[src/rtl/snn_pkg.sv]
// rtl/snn_pkg.sv - shared spiking-network types and weight packing constants
package snn_pkg;

    localparam int NUM_PRE = 4;
    localparam int W_WIDTH = 4;

    typedef enum logic [1:0] {
        INTEGRATE = 2'd0,
        FIRE      = 2'd1,
        REFRACT   = 2'd2
    } neuron_state_t;

endpackage

[src/rtl/weighted_spike_adder.sv]
// rtl/weighted_spike_adder.sv - sums the packed weights of the active presynaptic inputs
module weighted_spike_adder #(
    parameter int NUM_PRE = 4,
    parameter int W_WIDTH = 4,
    parameter int SUM_W   = W_WIDTH + $clog2(NUM_PRE)
) (
    input  logic [NUM_PRE-1:0]         pre_spike_i,
    input  logic [NUM_PRE*W_WIDTH-1:0] weight_i,
    output logic [SUM_W-1:0]           sum_o
);

    // Input 0 owns the most significant weight slice, matching the STDP packing.
    always_comb begin
        sum_o = '0;
        for (int i = 0; i < NUM_PRE; i++) begin
            if (pre_spike_i[i]) begin
                sum_o = sum_o + SUM_W'(weight_i[(NUM_PRE-1-i)*W_WIDTH +: W_WIDTH]);
            end
        end
    end

endmodule

[src/rtl/lif_post_neuron.sv]
// rtl/lif_post_neuron.sv - leaky integrate-and-fire postsynaptic neuron with refractory period
module lif_post_neuron #(
    parameter int NUM_PRE       = snn_pkg::NUM_PRE,
    parameter int W_WIDTH       = snn_pkg::W_WIDTH,
    parameter int V_WIDTH       = 8,
    parameter int THRESHOLD     = 32,
    parameter int LEAK          = 1,
    parameter int REFRAC_CYCLES = 4
) (
    input  logic                       clk,
    input  logic                       rst_n,
    input  logic                       en,
    input  logic [NUM_PRE-1:0]         pre_spike,
    input  logic [NUM_PRE*W_WIDTH-1:0] weight,
    output logic                       post_spike,
    output logic [V_WIDTH-1:0]         membrane,
    output logic                       refractory,
    output logic [7:0]                 spike_count
);

    import snn_pkg::*;

    localparam int SUM_W = W_WIDTH + $clog2(NUM_PRE);
    localparam int CNT_W = (REFRAC_CYCLES > 0) ? $clog2(REFRAC_CYCLES + 1) : 1;
    localparam logic [V_WIDTH-1:0] THR_V    = V_WIDTH'(THRESHOLD);
    localparam logic [V_WIDTH-1:0] LEAK_V   = V_WIDTH'(LEAK);
    localparam logic [CNT_W-1:0]   REFRAC_V = CNT_W'(REFRAC_CYCLES);

    neuron_state_t      state_q, state_d;
    logic [V_WIDTH-1:0] membrane_q, membrane_d;
    logic               post_q, post_d;
    logic [CNT_W-1:0]   cnt_q, cnt_d;
    logic [7:0]         count_q, count_d;

    logic [SUM_W-1:0]   sum;
    logic [V_WIDTH-1:0] leaked;
    logic [V_WIDTH:0]   nxt_wide;
    logic [V_WIDTH-1:0] nxt_sat;

    weighted_spike_adder #(
        .NUM_PRE (NUM_PRE),
        .W_WIDTH (W_WIDTH),
        .SUM_W   (SUM_W)
    ) u_adder (
        .pre_spike_i (pre_spike),
        .weight_i    (weight),
        .sum_o       (sum)
    );

    // Leak floors at zero; the extra carry bit lets the add saturate instead of wrapping.
    assign leaked   = (membrane_q > LEAK_V) ? (membrane_q - LEAK_V) : '0;
    assign nxt_wide = {1'b0, leaked} + (V_WIDTH + 1)'(sum);
    assign nxt_sat  = nxt_wide[V_WIDTH] ? '1 : nxt_wide[V_WIDTH-1:0];

    always_ff @(posedge clk) begin
        if (!rst_n) begin
            state_q    <= INTEGRATE;
            membrane_q <= '0;
            post_q     <= 1'b0;
            cnt_q      <= '0;
            count_q    <= '0;
        end else begin
            state_q    <= state_d;
            membrane_q <= membrane_d;
            post_q     <= post_d;
            cnt_q      <= cnt_d;
            count_q    <= count_d;
        end
    end

    always_comb begin
        state_d    = state_q;
        membrane_d = membrane_q;
        post_d     = post_q;
        cnt_d      = cnt_q;
        count_d    = count_q;
        unique case (state_q)
            INTEGRATE: begin
                if (en) begin
                    if (nxt_sat >= THR_V) begin
                        membrane_d = '0;
                        post_d     = 1'b1;
                        state_d    = FIRE;
                        if (count_q != 8'hFF) begin
                            count_d = count_q + 8'd1;
                        end
                    end else begin
                        membrane_d = nxt_sat;
                    end
                end
            end
            FIRE: begin
                post_d = 1'b0;
                if (REFRAC_CYCLES == 0) begin
                    state_d = INTEGRATE;
                end else begin
                    state_d = REFRACT;
                    cnt_d   = REFRAC_V;
                end
            end
            REFRACT: begin
                membrane_d = '0;
                if (en) begin
                    cnt_d = cnt_q - CNT_W'(1);
                    if (cnt_q == CNT_W'(1)) begin
                        state_d = INTEGRATE;
                    end
                end
            end
            default: begin
                state_d = INTEGRATE;
            end
        endcase
    end

    assign post_spike  = post_q;
    assign membrane    = membrane_q;
    assign refractory  = (state_q != INTEGRATE);
    assign spike_count = count_q;

endmodule

[config.mk]
export PLATFORM = sky130hd
export DESIGN_NAME = lif_post_neuron
export DESIGN_NICKNAME = d
export VERILOG_FILES = /design/src/rtl/snn_pkg.sv /design/src/rtl/weighted_spike_adder.sv /design/src/rtl/lif_post_neuron.sv
export SDC_FILE = /design/constraint.sdc
export NUM_CORES = 1
export LEC_CHECK = 0
export CORE_MARGIN = 2
export CORE_UTILIZATION = 35
export CTS_BUF_LIST = sky130_fd_sc_hd__clkbuf_4 sky130_fd_sc_hd__clkbuf_8 sky130_fd_sc_hd__clkbuf_16
export CTS_CLUSTER_DIAMETER = 150
export DETAILED_ROUTE_END_ITERATION = 8
export GPL_ROUTABILITY_DRIVEN = 0
export PLACE_DENSITY_LB_ADDON = 0.3
export SLEW_MARGIN = 20
export SYNTH_ARGS = -nofsm -noshare
export SYNTH_HDL_FRONTEND = slang
export SYNTH_SLANG_ARGS = --single-unit
[constraint.sdc]
create_clock -name clk -period 8.4 [get_ports clk]
set_input_delay 2.52 -clock clk [delete_from_list [all_inputs] [get_ports clk]]
set_output_delay 2.52 -clock clk [all_outputs]
set_load 0.03 [all_outputs]
### Word-level counts from Yosys, hierarchy flattened

Cells that the tools add are included.

| operators by class | value |
|---|---|
| add/subtract/negate cells | 7 |
| multipliers | 0 |
| div/mod/pow operators | 0 |
| $lt $le $gt $ge | 2 |
| equality and inequality tests | 8 |
| shifts and indexed selects | 0 |
| multiplexer cells | 19 |
| bitwise operators | 0 |
| reductions and logical operators | 10 |

Operator list:

| cell | count |
|---|---|
| $mux 8 | 4 |
| $mux 6 | 3 |
| $pmux 8 s2 | 1 |
| $add 6x4->6 | 2 |
| $add 8x6->9 | 1 |
| $add 8x1->8 const B | 1 |
| $ge 8x6->1 const B | 1 |
| $gt 8x1->1 const B | 1 |
| $mux 2 | 4 |
| $ne 2x2->1 const B | 4 |
| $ne 8x8->1 const B | 1 |
| $reduce_and 4->1 | 2 |
| $reduce_bool 2->1 | 4 |
| $sub 8x1->8 const B | 1 |
| $pmux 2 s3 | 1 |
| $pmux 3 s2 | 1 |
| $add 4x4->5 | 1 |
| $mux 4 | 1 |
| $reduce_and 2->1 | 2 |
| $eq 3x1->1 const B | 1 |
| $mux 3 | 1 |
| $reduce_and 3->1 | 1 |
| $sub 3x1->3 const B | 1 |
| $eq 2x1->1 const B | 1 |
| other kinds (4) | 5 |

| storage, ports and cells | value |
|---|---|
| bits in registers | 22 |
| bits in latches | 0 |
| RAM bits | 0 |
| ROM bits | 0 |
| input port bits | 23 |
| output and inout bits | 18 |
| memories kept | 0 |

### Logic depth before layout (Yosys ltp)

Gate-level depths: netlist (run 1).

| depth | value |
|---|---|
| depth in word-level cells | 13 |
| gate-level depth with buffers | 26 |
| depth with buffers taken out | 25 |

### Modules after synthesis

A second synthesis (run 1) with hierarchy kept.

| unflattened totals | value |
|---|---|
| cell total of the unflattened synthesis | 271 |
| area total of the unflattened synthesis | 2217.1 µm² |

By module, submodules not included:

| module | instances | cells each | area each (µm²) |
|---|---|---|---|
| lif_post_neuron | 1 | 175 | 1455.1 |
| weighted_spike_adder | 1 | 96 | 762.0 |

### Least setup slack after synthesis (run 1)

No wires, ideal clock.

| timing path | value |
|---|---|
| kind | input to register |
| from | in weight[12] |
| to | reg count_q[5] (netlist: spike_count[5]) |
| setup time | 0.070 ns |
| data arrival time | 7.180 ns |
| data required time | 8.330 ns |
| slack | 1.150 ns |
| stages on the path | 22 |
| buffers on the path | 0 |
| path through | and2_1 ha_1 inv_1 fa_1 mux2i_1 ha_1 a21o_1 a21oi_1 xnor2_1 nand2_1 o31ai_1 ha_1 o21a_1 o31a_1 maj3_1 nor2b_1 ha_1 or4b_1 o21ai_1 nor3_2 or4_1 a21oi_1 |

| between the ends | value |
|---|---|
| longest elaborated chain between the ends | 11 |

Ends and longest elaborated chain:

| item | line | text |
|---|---|---|
| start: declaration | lif_post_neuron.sv:14 | `input logic [NUM_PRE*W_WIDTH-1:0] weight,` |
| $mux 4 * | weighted_spike_adder.sv:16 | `if (pre_spike_i[i]) begin` |
| $add 4x4->5 | weighted_spike_adder.sv:17 | `sum_o = sum_o + SUM_W'(weight_i[(NUM_PRE-1-i)*W_WIDTH +: W_WIDTH]);` |
| $mux 6 * | weighted_spike_adder.sv:16 |  |
| $add 6x4->6 | weighted_spike_adder.sv:17 |  |
| $mux 6 * | weighted_spike_adder.sv:16 |  |
| $add 6x4->6 | weighted_spike_adder.sv:17 |  |
| $mux 6 * | weighted_spike_adder.sv:16 |  |
| $add 8x6->9 * | lif_post_neuron.sv:52 | `assign nxt_wide = {1'b0, leaked} + (V_WIDTH + 1)'(sum);` |
| $mux 8 * | lif_post_neuron.sv:53 | `assign nxt_sat = nxt_wide[V_WIDTH] ? '1 : nxt_wide[V_WIDTH-1:0];` |
| $ge 8x6->1 * | lif_post_neuron.sv:80 | `if (nxt_sat >= THR_V) begin` |
| $reduce_and 4->1 (no source line) * | - |  |
| end signal: assignment | lif_post_neuron.sv:67 | `count_q <= count_d;` |
| end: declaration | lif_post_neuron.sv:33 | `logic [7:0] count_q, count_d;` |

Mark *: on every way between the ends. The rest lies on a longest branch, timed or not.
A chain may end at the register's enable or synchronous reset.

### Worst setup path after layout (run 1)

| timing path | value |
|---|---|
| from | in pre_spike[0] |
| to | reg count_q[5] (netlist: spike_count[5]) |

| between the ends | value |
|---|---|
| longest elaborated chain between the ends | 11 |

Ends and longest elaborated chain:

| item | line | text |
|---|---|---|
| start: declaration | lif_post_neuron.sv:13 | `input logic [NUM_PRE-1:0] pre_spike,` |
| $mux 4 * | weighted_spike_adder.sv:16 |  |
| $add 4x4->5 | weighted_spike_adder.sv:17 |  |
| $mux 6 * | weighted_spike_adder.sv:16 |  |
| $add 6x4->6 | weighted_spike_adder.sv:17 |  |
| $mux 6 * | weighted_spike_adder.sv:16 |  |
| $add 6x4->6 | weighted_spike_adder.sv:17 |  |
| $mux 6 * | weighted_spike_adder.sv:16 |  |
| $add 8x6->9 * | lif_post_neuron.sv:52 |  |
| $mux 8 * | lif_post_neuron.sv:53 |  |
| $ge 8x6->1 * | lif_post_neuron.sv:80 |  |
| $reduce_and 4->1 (no source line) * | - |  |

Marks and branches as above.

==> results of run 1 <==
## synthesized netlist by cell type, types with 2 or more instances
| library cell | number | area share |
|---|---|---|
| o21ai_0 | 12 | 0.028 |
| and2_1 | 7 | 0.021 |
| and3_1 | 2 | 0.0059 |
| o21ai_1 | 2 | 0.0047 |
| mux2i_1 | 9 | 0.042 |
| nor4_1 | 3 | 0.0088 |
| nand2_1 | 29 | 0.051 |
| maj3_1 | 2 | 0.0094 |
| xnor2_1 | 8 | 0.033 |
| a21o_1 | 4 | 0.014 |
| fa_1 | 4 | 0.038 |
| a22oi_1 | 2 | 0.0071 |
| o21a_1 | 2 | 0.0071 |
| nand4_1 | 3 | 0.0088 |
| o21ai_2 | 5 | 0.021 |
| inv_1 | 12 | 0.021 |
| ha_1 | 22 | 0.13 |
| nor2_1 | 27 | 0.048 |
| nor2b_1 | 8 | 0.024 |
| nand2b_1 | 9 | 0.027 |
| mux2_2 | 6 | 0.032 |
| clkbuf_1 | 3 | 0.0053 |
| a211oi_1 | 5 | 0.018 |
| or3_1 | 3 | 0.0088 |
| a21oi_1 | 13 | 0.031 |
| dfxtp_1 | 22 | 0.21 |
| nor3b_1 | 2 | 0.0071 |
| nor3_1 | 5 | 0.012 |
| xor2_1 | 3 | 0.012 |
| nand3_1 | 5 | 0.012 |
| o21bai_1 | 2 | 0.0071 |
| o31ai_1 | 2 | 0.0071 |
## area by class of cell
class	count	area [um^2]
Inverter	12	45.0
Fill cell	613	3250
Clock buffer	4	55.1
Tap cell	75	93.8
Multi-Input combinational cell	224	1600
Sequential cell	22	440
Timing Repair Buffer	40	400
## sequential cells by signal, indices dropped and copies added, names as in the netlist
signal	count
cnt_q	3
membrane	8
post_spike	1
spike_count	8
state_q	2
## layer usage
layer / vias up / routed length, um / GRT usage
li1: 1018 / - / -
met1: 860 / 2330 / 0.207
met2: 33 / 2080 / 0.240
met3: 6 / 162 / 0.0264
met4: 0 / 52 / 0.0350
met5: - / 0 / 0
## worst register-to-register path, stage by stage, from the launching register on
cell and delay (ps):
dfxtp_1 390, or3_4 440, nor4_1 770, nor2_1 100
ha_1 260, fa_1 440, a211oi_1 270, o21bai_1 130
a21o_1 200, nor3_2 620, nand3_4 210, o21ai_2 180
## worst min-delay path by stage
stage | start | to | slack [ps] | depth (start not counted)
after floorplan | cnt_q[1] | cnt_q[1] | 490 | 2
after global placement | spike_count[4] | spike_count[4] | 470 | 2
after detailed placement | spike_count[4] | spike_count[4] | 480 | 2
after CTS | spike_count[4] | spike_count[4] | 500 | 2
after global routing | spike_count[4] | spike_count[4] | 520 | 2
final | spike_count[4] | spike_count[4] | 490 | 2
## logic make-up after synthesis
kind of cell             synth area share
multiplexers                       0.0742
flip-flops                          0.207
AND/OR/NAND/NOR                     0.273
buffers and inverters              0.0383
AO/OA/AOI/OAI                       0.185
adder cells (fa/ha/maj)             0.177
XOR/XNOR                           0.0454
## report_power, final
part | internal, mW | switching [mW]
Clock | 0.0418 | 0.0336
Combinational | 0.282 | 0.387
Sequential | 0.126 | 0.0331
==> impl_metrics.csv, run 1 <==
group,metric,value,unit
setup_path,crit_family,"adder cells",
synthesis,syn_area,2120,um^2
sta,hold_viol,0,
layout,fin_util,0.448,
pwr,finalPower,0.903,mW
floorplanning,initial_core_util,0.361,
sta,relSlewSlack,0.375,
pwr,peakVddDrop,0.176,mV
setup_path,worst_setup_path_start_kind,"primary input",
clock_tree,clkTransAtPathRegs,80,ps
setup_path,worstPathRequired,8590,ps
layout,layout_commonest_cell,"clkdlybuf4s50_1",
detailed_routing,vias_per_cell,5.08,
sta,fin_skew,4.19,ps
synthesis,synth_cell_types,54,
sta,setup_ws,423,ps
floorplanning,die_w,81.9,um
synthesis,ys_warn_count,0,
detailed_routing,wl_per_cell,12.3,um
detailed_routing,finalWirelength,4630,um
detailed_routing,drtIter0Drc,106,
clock_tree,cts_setup_buffers,0,
setup_path,cp.arrival,8170,ps
outcome,status,"finished, final reports clean",
job,drv_cap,0,
setup_path,cpMaxStageDelayCell,"or4b_1",
synthesis,synthFlopType,"dfxtp_1",
setup_path,crit_top_cell,"ha_1",
setup_path,path_buf_inv,2,
clock_tree,clock_latency,260,ps
detailed_routing,firstDrtPassIters,4,
placed_design,dpl_worst_slack,199,ps
global_routing,grt_overflow,0,
sta,rsz0062_at_grt,"no",
layout,drive_gt1_frac,0.0695,
placed_design,place_inst,373,
layout,layout.nets,352,
setup_path,crit_end,"spike_count[5]",
clock_tree,postCtsHoldBufs,0,
setup_path,r2r-start,"membrane[3]",
placed_design,dp_hpwl,3660,um
setup_path,cp-end-kind,"register",
clock_tree,postCtsResizedCells,0,
synthesis,synth_area_per_cell,8.01,um^2
synthesis,ys_async_sr_fraction,0,
layout,diodes,0,
setup_path,rrSetupSlack,4330,ps
clock_tree,clk_path_buf_depth,2,
setup_path,critPathMaxStageDelay,530,ps
floorplanning,num_io_pins,41,
synthesis,synth_edf_count,0,
sta,hold_slack,490,ps
placed_design,port_buffers,40,
layout,syn_to_final_growth,24.2,%
global_routing,grt_usage,0.149,
global_routing,grt_pass1_wl,8020,um
layout,final_cell_mix,"40 x clkdlybuf4s50_1, 29 x nand2_1, 27 x nor2_1, 22 x ha_1, 22 x dfxtp_1",
floorplanning,core_area,5890,um^2
sta,slew_violations,0,
sta,min_period,7980,ps
setup_path,cp.depth,23,
sta,timing.final.crit_share,0.950,
detailed_routing,drc,0,
setup_path,cp-startpoint,"pre_spike[0]",
floorplanning,die-area,6710,um^2
setup_path,r2r_end,"membrane[3]",
placed_design,dpl-instance-area,2580,um^2
clock_tree,h-tree-depth,1,
clock_tree,clock_sinks,22,
setup_path,ff2ff_path_depth,11,
min_path,hold_path.class,"reg -> reg",
synthesis,synth-seq-cells,22,
synthesis,synth-seq-area-share,0.207,
global_routing,grt_start_max_net_pins,18,
detailed_routing,vias,1917,
sta,worst_pin_slew,929,ps
clock_tree,ctsRootBufferMaster,"clkbuf_8",
pwr,power_density,343,nW/um^2
synthesis,syn-num-nets,314,
layout,stdcell_area,2640,um^2
sta,fmax,125,MHz
setup_path,path_max_fanout,11,
sta,setup_viol,0,
setup_path,cp_cell_sequence,"clkdlybuf4s50_1 > and2_1 > ha_1 > inv_1 > fa_1 > mux2i_1 > ha_1 > a21o_1 > a21oi_1 > xnor2_1 > nand2_1 > o31ai_1 > ha_1 > o21a_1 > o31a_1 > maj3_1 > nor2b_1 > ha_1 > or4b_1 > o21ai_1 > nor3_2 > or4_1 > a21oi_1",
floorplanning,row_count,28,
global_routing,grt_antenna_before_repair,0,
detailed_routing,ant_nets,0,
floorplanning,dieHeight,81.9,um
global_routing,grt_pass1_vias,1763,
setup_path,critPathKind,"in -> reg",
pwr,p_leak,1.07,nW
layout,final_cells,377,
synthesis,syn_inst,265,
clock_tree,cts_buffers,3,
sta,fin_setup_tns,0,ps
clock_tree,cts_tree,"built",
No activity file was read; power rests on OpenSTA's default activity.
==> run 2: changes to the inputs <==
--- a/config.mk
+++ b/config.mk
@@ -11,7 +11,9 @@
 export CTS_CLUSTER_DIAMETER = 150
 export DETAILED_ROUTE_END_ITERATION = 8
 export GPL_ROUTABILITY_DRIVEN = 0
+export GPL_TIMING_DRIVEN = 0
 export PLACE_DENSITY_LB_ADDON = 0.3
+export SKIP_LAST_GASP = 1
 export SLEW_MARGIN = 20
 export SYNTH_ARGS = -nofsm -noshare
 export SYNTH_HDL_FRONTEND = slang
==> constraint.sdc (replaced) <==
create_clock -name clk -period 10 [get_ports clk]
set_input_delay 3 -clock clk [delete_from_list [all_inputs] [get_ports clk]]
set_output_delay 3 -clock clk [all_outputs]
set_load 0.03 [all_outputs]
==> impl_metrics.csv, run 2 (synthesis gave the netlist of run 1 again) <==
group,metric,value,unit
clock_tree,cts_setup_buffers,0,
min_path,min_path_cells,2,
detailed_routing,wl_per_cell,11.5,um
setup_path,crit_top_cell,"ha_1",
detailed_routing,finalWirelength,4380,um
clock_tree,postCtsResizedCells,0,
sta,relSlewSlack,0.399,
detailed_routing,drc,0,
placed_design,dpl_worst_slack,1300,ps
detailed_routing,firstDrtPassIters,4,
clock_tree,postCtsHoldBufs,0,
global_routing,grt_antenna_before_repair,0,
clock_tree,clk_path_buf_depth,2,
setup_path,worst_setup_path_start_kind,"primary input",
clock_tree,clkTransAtPathRegs,80,ps
setup_path,cpMaxStageDelayCell,"clkdlybuf4s50_1",
sta,setup_ws,1580,ps
global_routing,grt_usage,0.141,
global_routing,grt_start_max_net_pins,14,
setup_path,worstPathRequired,10200,ps
min_path,hold_path.class,"reg -> reg",
layout,syn_to_final_growth,25.2,%
sta,fin_setup_tns,0,ps
setup_path,cp_cell_sequence,"clkdlybuf4s50_1 > and2_1 > ha_1 > inv_1 > fa_1 > mux2i_1 > ha_1 > a21o_1 > a21oi_1 > xnor2_1 > nand2_1 > o31ai_1 > ha_1 > o21a_1 > o31a_1 > maj3_1 > nor2b_1 > ha_1 > or4b_1 > o21ai_1 > nor3_2 > or4_1 > a21oi_1",
clock_tree,clock_latency,260,ps
placed_design,dpl-instance-area,2590,um^2
sta,hold_viol,0,
clock_tree,clock_sinks,22,
detailed_routing,vias_per_cell,5.09,
floorplanning,row_count,28,
setup_path,r2r-start,"membrane[3]",
sta,fmax,119,MHz
sta,fin_skew,4.08,ps
clock_tree,h-tree-depth,1,
pwr,p_leak,1.08,nW
floorplanning,initial_core_util,0.361,
setup_path,cp.arrival,8620,ps
setup_path,rrSetupSlack,6190,ps
floorplanning,die_w,81.9,um
sta,setup_viol,0,
sta,worst_pin_slew,894,ps
layout,final_cell_mix,"37 x clkdlybuf4s50_1, 29 x nand2_1, 27 x nor2_1, 22 x ha_1, 22 x dfxtp_1",
floorplanning,num_io_pins,41,
detailed_routing,vias,1938,
pwr,peakVddDrop,0.228,mV
min_path,hold_end,"spike_count[4]",
clock_tree,cts_buffers,3,
pwr,power_density,304,nW/um^2
clock_tree,cts_tree,"built",
sta,slew_violations,0,
layout,drive_gt1_frac,0.0784,
setup_path,ff2ff_path_depth,12,
layout,fin_util,0.452,
global_routing,grt_pass1_wl,7550,um
job,drv_cap,0,
layout,nFillCells,590,
floorplanning,die-area,6710,um^2
placed_design,dp_hpwl,3530,um
min_path,min_from,"spike_count[4]",
setup_path,critPathKind,"in -> reg",
layout,stdcell_area,2660,um^2
layout,layout.nets,356,
global_routing,grt_overflow,0,
setup_path,path_max_fanout,6,
floorplanning,dieHeight,81.9,um
placed_design,port_buffers,37,
detailed_routing,drtIter0Drc,72,
detailed_routing,ant_nets,0,
layout,diodes,0,
outcome,status,"finished, final reports clean",
layout,layout_commonest_cell,"clkdlybuf4s50_1",
setup_path,cp-end-kind,"register",
global_routing,grt_pass1_vias,1761,
sta,rsz0062_at_grt,"no",
sta,min_period,8420,ps
floorplanning,core_area,5890,um^2
sta,timing.final.crit_share,0.842,
setup_path,r2r_end,"spike_count[6]",
clock_tree,ctsRootBufferMaster,"clkbuf_8",
setup_path,critPathMaxStageDelay,520,ps
[run 2: cell types whose count changed in the layout (fill, tap and decap cells not counted), sizes merged]
cell	before	now
buf	0	3
clkbuf	4	7
clkdlybuf4s50	40	37
bufinv	0	1
[run 2: per-stage QoR]
stage / power (mW) / cells / hold WS, ps
finish: 0.807 / 381 / 493
global route: 0.898 / 381 / 521
CTS: 0.816 / 381 / 504
detailed placement: 0.730 / 377 / 486
global placement: 0.724 / 377 / 473
floorplan: 0.603 / 265 / 489
[run 2: layer usage]
layer  GRT usage  wire length [um]  vias up
met5           0                 0        -
met4      0.0367                33        0
met3      0.0209               155        2
met2       0.235              2060       35
met1       0.190              2130      871
li1            -                 -     1030
[run 2: how the worst max path moves through the flow]
stage / from / end / depth (start not counted)
2_1_floorplan: weight[12] / spike_count[5] / 22
3_3_place_gp: pre_spike[0] / spike_count[5] / 23
3_5_place_dp: pre_spike[0] / spike_count[5] / 23
4_1_cts: pre_spike[0] / spike_count[5] / 23
5_1_grt: pre_spike[0] / spike_count[4] / 25
6_report: pre_spike[0] / spike_count[5] / 23
[run 2: layout make-up]
class,instances,area (um^2),area share
buffer,7,36.3,0.0136
sequential,22,440,0.166
tap,75,93.8,0.0353
clock buffer,3,41.3,0.0155
clock inverter,1,30.0,0.0113
inverter,12,45.0,0.0169
multi-input combinational,224,1600,0.602
timing repair buffer,37,370,0.139
[run 2: worst max-delay path: cells and delay by family]
kind	cells	cell delay, ps
compound gates	7	1150
simple gates	6	1480
buf+inv	2	580
fa+ha+maj	6	1910
xor+xnor	1	150
mux	1	340
[run 2: power breakdown]
group | total, mW | switching (mW) | internal (mW)
clock network | 0.0833 | 0.0298 | 0.0535
registers | 0.127 | 0.0210 | 0.106
logic | 0.597 | 0.337 | 0.260
